**src/rtl/axis_downsizer_pkg.sv**
```systemverilog
// Shared helpers for the AXI-Stream width downsizer: ratio/index sizing,
// configuration validity and the holding-register state encoding.
package axis_downsizer_pkg;

    typedef enum logic {
        ST_EMPTY   = 1'b0,
        ST_HOLDING = 1'b1
    } ds_state_e;

    function automatic int ds_ratio(input int s_w, input int m_w);
        return s_w / m_w;
    endfunction

    function automatic int ds_idx_width(input int s_w, input int m_w);
        int r;
        r = ds_ratio(s_w, m_w);
        return ($clog2(r) < 1) ? 1 : $clog2(r);
    endfunction

    function automatic bit ds_cfg_ok(input int s_w, input int m_w);
        return (m_w > 0) && (s_w % m_w == 0) && (s_w / m_w >= 2);
    endfunction

endpackage

```
**src/rtl/axis_width_downsizer.sv**
```systemverilog
// Splits each wide AXI-Stream beat into RATIO narrow beats, LS slice first.
// Optional TLAST forwarding is enabled with AXIS_DOWNSIZER_TLAST_EN.
module axis_width_downsizer
    import axis_downsizer_pkg::*;
#(
    parameter int S_TDATA_WIDTH = 224,
    parameter int M_TDATA_WIDTH = 32
) (
    input  logic                     CLK,
    input  logic                     RST,
    input  logic [S_TDATA_WIDTH-1:0] S_AXIS_TDATA,
    input  logic                     S_AXIS_TVALID,
    output logic                     S_AXIS_TREADY,
`ifdef AXIS_DOWNSIZER_TLAST_EN
    input  logic                     S_AXIS_TLAST,
    output logic                     M_AXIS_TLAST,
`endif
    output logic [M_TDATA_WIDTH-1:0] M_AXIS_TDATA,
    output logic                     M_AXIS_TVALID,
    input  logic                     M_AXIS_TREADY
);

    localparam int RATIO = ds_ratio(S_TDATA_WIDTH, M_TDATA_WIDTH);
    localparam int IDX_W = ds_idx_width(S_TDATA_WIDTH, M_TDATA_WIDTH);
    localparam logic [IDX_W-1:0] LAST_IDX = IDX_W'(RATIO - 1);

    if (!ds_cfg_ok(S_TDATA_WIDTH, M_TDATA_WIDTH)) begin : g_cfg_check
        $error("axis_width_downsizer: S_TDATA_WIDTH must be an exact multiple (>=2x) of M_TDATA_WIDTH");
    end

    ds_state_e                r_state;
    ds_state_e                w_state_nxt;
    logic [S_TDATA_WIDTH-1:0] r_hold;
    logic [S_TDATA_WIDTH-1:0] w_hold_nxt;
    logic [IDX_W-1:0]         r_idx;
    logic [IDX_W-1:0]         w_idx_nxt;
    logic                     w_full;
    logic                     w_last_slice;
    logic                     w_s_fire;
    logic                     w_m_fire;
`ifdef AXIS_DOWNSIZER_TLAST_EN
    logic                     r_last_q;
    logic                     w_last_nxt;
`endif

    // Handshake: a beat transfers on a cycle where VALID and READY are both
    // high; VALID never depends on READY, and once raised holds until it fires.
    assign w_full        = (r_state == ST_HOLDING);
    assign w_last_slice  = (r_idx == LAST_IDX);
    // Ready looks at the downstream ready so a new beat lands as the last slice leaves.
    assign S_AXIS_TREADY = ~RST & (~w_full | (M_AXIS_TREADY & w_last_slice));
    assign M_AXIS_TVALID = w_full;
    assign M_AXIS_TDATA  = r_hold[r_idx*M_TDATA_WIDTH +: M_TDATA_WIDTH];
    assign w_s_fire      = S_AXIS_TVALID & S_AXIS_TREADY;
    assign w_m_fire      = M_AXIS_TVALID & M_AXIS_TREADY;
`ifdef AXIS_DOWNSIZER_TLAST_EN
    assign M_AXIS_TLAST  = r_last_q & w_last_slice;
`endif

    always_comb begin
        w_state_nxt = r_state;
        w_hold_nxt  = r_hold;
        w_idx_nxt   = r_idx;
`ifdef AXIS_DOWNSIZER_TLAST_EN
        w_last_nxt  = r_last_q;
`endif
        case (r_state)
            ST_EMPTY: begin
                if (w_s_fire) begin
                    w_state_nxt = ST_HOLDING;
                    w_hold_nxt  = S_AXIS_TDATA;
                    w_idx_nxt   = '0;
`ifdef AXIS_DOWNSIZER_TLAST_EN
                    w_last_nxt  = S_AXIS_TLAST;
`endif
                end
            end
            ST_HOLDING: begin
                if (w_m_fire) begin
                    if (!w_last_slice) begin
                        w_idx_nxt = r_idx + 1'b1;
                    end else if (w_s_fire) begin
                        w_hold_nxt = S_AXIS_TDATA;
                        w_idx_nxt  = '0;
`ifdef AXIS_DOWNSIZER_TLAST_EN
                        w_last_nxt = S_AXIS_TLAST;
`endif
                    end else begin
                        w_state_nxt = ST_EMPTY;
                        w_idx_nxt   = '0;
                    end
                end
            end
            default: begin
                w_state_nxt = ST_EMPTY;
                w_idx_nxt   = '0;
            end
        endcase
    end

    always_ff @(posedge CLK) begin
        if (RST) begin
            r_state  <= ST_EMPTY;
            r_hold   <= '0;
            r_idx    <= '0;
`ifdef AXIS_DOWNSIZER_TLAST_EN
            r_last_q <= 1'b0;
`endif
        end else begin
            r_state  <= w_state_nxt;
            r_hold   <= w_hold_nxt;
            r_idx    <= w_idx_nxt;
`ifdef AXIS_DOWNSIZER_TLAST_EN
            r_last_q <= w_last_nxt;
`endif
        end
    end

endmodule
```
**config.mk**
```make
export PLATFORM = sky130hd
export DESIGN_NAME = axis_width_downsizer
export DESIGN_NICKNAME = d
export VERILOG_FILES = /design/src/rtl/axis_downsizer_pkg.sv /design/src/rtl/axis_width_downsizer.sv
export SDC_FILE = /design/constraint.sdc
export NUM_CORES = 1
export LEC_CHECK = 0
export CORE_MARGIN = 5
export CORE_UTILIZATION = 55
export DETAILED_ROUTE_END_ITERATION = 8
export HOLD_SLACK_MARGIN = 0.05
export PLACE_DENSITY = 0.82
export SKIP_LAST_GASP = 1
export SYNTH_ARGS = -nofsm -noshare
export SYNTH_HDL_FRONTEND = slang
export SYNTH_SLANG_ARGS = --single-unit
```
**constraint.sdc**
```tcl
create_clock -name CLK -period 2.19 [get_ports CLK]
set_input_delay 0.438 -clock CLK [delete_from_list [all_inputs] [get_ports CLK]]
set_output_delay 0.438 -clock CLK [all_outputs]
set_load 0.02 [all_outputs]
```
==> reports/metrics.yaml <==
hold_depth: 3
worst-endpoint-arrival_ns: 2.15
clk_pin_slew_ns: 0.06
cp.required_ns: 1.75
ys_seq_elements: 228
multi_input_area_um2: 10110
clock_sinks: 228
n_fill_cell: 2003
globalRouteMet3Util_pct: 7.821
cp-end-kind: "output port"
met1_usage_pct: 50.05
cts_buffers: 26
antenna_found_initial: 0
path_common_cell: "buf_12"
fmax_ghz: 0.3868
ios: 262
ctsLongestPathBuffers: 3
synthesis.nets: 2073
fin_hold_ws_ns: 0.2979
overflow: 0
syn_inst: 1845
p_per_area_nw_per_um2: 585.5
grt_pass1_vias: 15800
yosysUniqueCellTypes: 28
die_y_um: 178.5
synth_area_um2: 15610
worstPathMaxFanout: 10
leakage_nw: 6.143
synth-edff-count: 0
min_to: "r_hold[220]"
diodes: 0
max_stage_delay_ns: 0.38
firstDrtPassIters: 6
path_cells: "buf_12 > nor2b_4 > buf_12 > buf_12 > a221oi_2 > buf_4 > buf_6"
timing.slew.headroom_pct: 50.54
hold_viol: 0
portBuffers: 261
grt_pass1_wl_mm: 91.17
dr.first_iter.drc_count: 3111
routed-via-count: 17770
path_class: "flip-flop to output port"
r2r_start: "r_idx[0]"
drive_gt1_share_pct: 14.21
cp-startpoint: "r_idx[1]"
tightest_slew_ns: 0.7420
gr-usage-met2_pct: 51.98
setup.reg_to_reg.worst_slack_ns: 0.25
period_needed_ns: 2.585
yosys_warnings: 0
hold_buffers: 0
final.setup.worst_slack_ns: -0.3954
outcome: "finished with violations"
vias_per_cell: 7.432
power.total_mw: 12.03
rsz0062_at_grt: "yes"
track_usage_pct: 35.81
grt_max_degree: 196
drv_cap: 0
synthArstFlopShare_pct: 0
slew_violations: 0
syn2layout_area_growth_pct: 31.61
setup_viol: 33
yosysTopAreaCell: "dfxtp_1"
synth_flop_cell: "dfxtp_1"
hold_path_class: "input pin to flip-flop"
worstSkewPairLatency_ns: 0.55
syn_avg_cell_area_um2: 8.460
die_width_um: 178.5
min_period_over_period_pct: 118.1
coreArea_um2: 27930
synth.top_cell.area_share_pct: 29.24
grt.busiest_layer: "met2"
yosys-top-cells-count: "dfxtp_1, nand2_1, nand4b_1"
wl_per_cell_um: 25.70
layout.nets: 2221
initial_core_util_pct: 55.88
synth.most_common_cell: "dfxtp_1"
worstHoldStart: "S_AXIS_TVALID"
reg2reg_depth: 7
antenna_left: 0
tritoncts: "yes"
crit_path_start_kind: "flip-flop"
finalWeightedCongestion: 1.016
dp_hpwl_mm: 40.20
seq_area_frac_synth_pct: 29.24
num_rows: 61
vdd.ir_drop.worst_mv: 0.5683
violations: "negative setup slack"
skew_ns: 0.01785
drt-total-wl_mm: 61.44
cpMaxStageDelayCell: "dfxtp_4"
die_area_um2: 31850
root_buffer: "clkbuf_16"
timing.rr.end: "r_hold[47]"
htreeDepth: 1
drc: 0
synth_area_leaders: "dfxtp_1, nand4b_1, o311ai_1, nor3b_1, a31oi_1"
regArea_um2: 4577
[worst max-delay path: cells and delay by family, from the launching register on]
| kind | cells | cell delay, ns |
|---|---|---|
| buffers and inverters | 5 | 0.75 |
| AND/OR/NAND/NOR | 1 | 0.13 |
| flip-flops | 1 | 0.38 |
| AO/OA/AOI/OAI | 1 | 0.33 |
[cells in the final DEF (no fill, tap or decap), types with 6 or more instances in the layout]
cell             Yosys  final
mux2i_2              0     11
mux2i_1             97     74
nand4b_1           225    225
inv_1               20     20
a2bb2oi_1           12     10
a31oi_1            224    224
a22o_1              12     12
mux2i_4              0     12
buf_12               2     44
a221oi_2             0     19
dfxtp_1            228    224
a21oi_2              0      9
nor3b_1            224    224
clkinv_2             0      6
o221a_1             20     18
o311ai_1           224    224
buf_6               26     30
clkbuf_16            0     30
nand2_1            225    225
clkbuf_8             0      8
clkdlybuf4s50_1      0    226
buf_4                4     84
[worst max-delay path by stage]
stage	end	cells after the start
after detailed placement	M_AXIS_TDATA[12]	6
after global routing	M_AXIS_TDATA[2]	6
after global placement	M_AXIS_TDATA[12]	6
after floorplan	M_AXIS_TDATA[27]	6
after CTS	M_AXIS_TDATA[16]	7
final	M_AXIS_TDATA[16]	7
[cells by family (layout without fill, tap and decap cells)]
group	after synthesis	after routing	synth area share, %
AO/OA/AOI/OAI	531	531	26.12
buffers and inverters	302	467	9.130
flip-flops	228	228	29.24
multiplexers	97	97	6.220
AND/OR/NAND/NOR	687	690	29.28
[per-stage QoR]
| stage | cells | setup TNS [ns] | utilization [%] | setup slack [ns] | area, um^2 |
|---|---|---|---|---|---|
| floorplan | 1845 | 0 | - | 0.1504 | 15610 |
| global placement | 2324 | -6.236 | 67.46 | -0.3544 | 18840 |
| detailed placement | 2324 | -8.004 | 67.46 | -0.4496 | 18840 |
| CTS | 2382 | -8.777 | 72.73 | -0.3380 | 20320 |
| global route | 2391 | -11.01 | 73.54 | -0.3958 | 20540 |
| finish | 2391 | -10.17 | 73.54 | -0.3954 | 20540 |
[final cells by class]
class	count	area share, %
clock buffer	40	3.916
clock inverter	8	0.3289
inverter	21	0.4081
multi-input combinational	1318	49.24
sequential	228	22.28
tap	378	2.302
timing repair buffer	398	21.53
[timing repair]
item | in CTS | in global routing
gates cloned | 6 | 6
gates resized for setup | 262 | 23
pin swaps | 26 | 8
endpoints found under the setup margin | 33 | 33
setup buffers | 8 | 5
[sequential cells by signal (all words and copies together), names as in the netlist]
name and flops:
r_hold 224, r_idx 3, M_AXIS_TVALID 1
[report_power, final]
group	total [mW]	switching (mW)	internal (mW)
clock	4.50	1.86	2.64
combinational	2.68	1.39	1.29
sequential	4.85	0.384	4.46
total	12.0	3.64	8.39
[routing by layer]
metal	up-vias	share of wire, %
met2	1261	43
met4	0	5.9
met3	204	12
met5	-	0
met1	8575	39
li1	7729	-
Note: power is estimated with default switching activity, not from simulation.
==> variant: new RTL, same settings <==
Reset style: asynchronous (`RST`), changed in one clocked block.
--- a/src/rtl/axis_width_downsizer.sv
+++ b/src/rtl/axis_width_downsizer.sv
@@ -98,7 +98,7 @@
         endcase
     end
 
-    always_ff @(posedge CLK) begin
+    always_ff @(posedge CLK or posedge RST) begin
         if (RST) begin
             r_state  <= ST_EMPTY;
             r_hold   <= '0;
Function: differs if RST is asserted again (counterexample within 4 cycles, from zero or initial values and one cycle with RST high); with RST held inactive, the same outputs for 4 cycles.
==> variant against the original RTL <==
  * The run still ends with negative setup slack left
  * Non-clock buffer count decreased by 29
  * Total power is 110% higher
  * Worst setup slack worse by 0.026 ns
  * Routed wire length fell by 38%
  * Clock skew shrank 0.0063 ns
  * Sequential cell count unchanged
  * Via count fell by 55%
  * Design area decreased by 19%
  * Synthesized area shrank 33%
  * Sequential power increased by 62%
  * Critical path type unchanged
==> variant: results (changes against the original RTL) <==
| Metric | Value |
|---|---|
| Clock Skew | `0.0115 ns (was 0.0178 ns)` |
| Synth Net Count | `938 (was 2073)` |
| Final HPWL DP | `19.7 mm (was 40.2 mm)` |
| CP endpoint | `M_AXIS_TDATA[3] (was M_AXIS_TDATA[16])` |
| Total Wirelength | `38.3 mm (was 61.4 mm)` |
| R2R depth | `9 (was 7)` |
| R2r endpoint | `r_hold[80]$_DFFE_PP0P_ (was r_hold[47]$_SDFFE_PP0P_)` |
| Outcome | `finished, violations left (unchanged)` |
| Share of cells above drive strength 1 | `0.453 (was 0.142)` |
| Top Family by Delay on Critical Path | `flip-flops (was buffers and inverters)` |
| Sequential fraction of the synthesis area | `0.548 (was 0.292)` |
| Gr usage total | `0.255 (was 0.358)` |
| Cell variety after synth | `25 (was 28)` |
| Post-synth top cells | `228 x dfrtp_1, 127 x mux2_2, 110 x mux2_1 (was 228 x dfxtp_1, 225 x nand2_1, 225 x nand4b_1)` |
| Vias in the first global route | `8026 (was 15.8k)` |
| Final setup viols | `257 (was 33)` |
| WL met1 | `14.5 mm (was 23.9 mm)` |
| Post-Syn Instances | `710 (was 1845)` |
| Placement Cell Area | `13600 um2 (was 18800 um2)` |
| Critical path origin | `r_idx[0]$_DFFE_PP0P_ (was r_idx[1]$_SDFFE_PP0P_)` |
| Flop-to-flop setup slack | `-0.26 ns (was 0.25 ns)` |
| TritonRoute pass-1 iters | `5 (was 6)` |
| CP Max Fanout | `12 (was 10)` |
| Top post-synthesis cells by area | `dfrtp_1 55%, mux2_2 14%, mux2_1 12%, mux2i_1 8.3%, a221oi_1 3.7% (was dfxtp_1 29%, nand4b_1 13%, o311ai_1 13%, nor3b_1 11%, a31oi_1 9.0%)` |
| Crit path DAT | `2.17 ns (was 2.15 ns)` |
| Initial DRC count | `511 (was 3111)` |
| GP Congestion | `0.891 (was 1.02)` |
| Largest net degree at the start of global routing | `77 (was 196)` |
| GR met3 Demand/Resource | `0.0494 (was 0.0782)` |
| Slowest-stage cell, CP | `dfrtp_4 (was dfxtp_4)` |
| Setup ws final | `-0.421 ns (was -0.395 ns)` |
| Met3 WL | `2.51 mm (was 7.55 mm)` |
| Placed insts | `1204 (was 2324)` |
| Crit-path max cell delay | `0.53 ns (was 0.38 ns)` |
| Met2 routed WL | `19.8 mm (was 26.4 mm)` |
| Worst Hold Class | `input pin to asynchronous set/reset pin (was input pin to register)` |
| Place WS | `-0.488 ns (was -0.450 ns)` |
| Async S/R FF share, synth | `1.00 (was 0)` |
| Initial antenna violation count | `4 (was 0)` |
| Worst VDD drop | `1.09 mV (was 0.568 mV)` |
| Final Non-Filler Cells | `1309 (was 2391)` |
| Met2 Use GR | `0.445 (was 0.520)` |
| Leak pwr | `7.45 nW (was 6.14 nW)` |
| Prevailing post-synth register cell | `dfrtp_1 (was dfxtp_1)` |
| Setup_tns | `-52.46 ns (was -10.17 ns)` |
| Failing checks | `negative setup slack (unchanged)` |
| Met1 Usage GRT | `0.323 (was 0.500)` |
## variant: repair_timing
item | 4_1_cts | 5_1_grt
endpoints found under the setup margin | 33 | 258
hold endpoints to repair | 0 | 0
setup buffers | 18 | 7
cloned | 3 | 32
pin swaps | 17 | 5
resized for setup | 219 | 310
## variant: where the power goes
group | switching [mW] | internal [mW] | leakage (nW)
clock network | 1.76 | 2.57 | 0.419
logic | 5.67 | 7.18 | 4.25
registers | 1.57 | 6.29 | 2.78
## variant: layout make-up
class	instances	area, um2
Multi-Input combinational cell	407	5480
Antenna cell	4	10.0
Sequential cell	228	5710
Clock buffer	31	688
Fill cell	729	1990
Clock inverter	12	141
Tap cell	234	293
Timing Repair Buffer	369	4300
Inverter	24	93.8
## variant: logic make-up (layout without fill, tap and decap cells)
group	after synthesis	in the layout	synth area share
mux	323	323	0.339
flops	228	228	0.548
buf+inv	77	436	0.0442
compound gates	70	70	0.0633
simple gates	12	14	0.00613
other cells	0	4	0
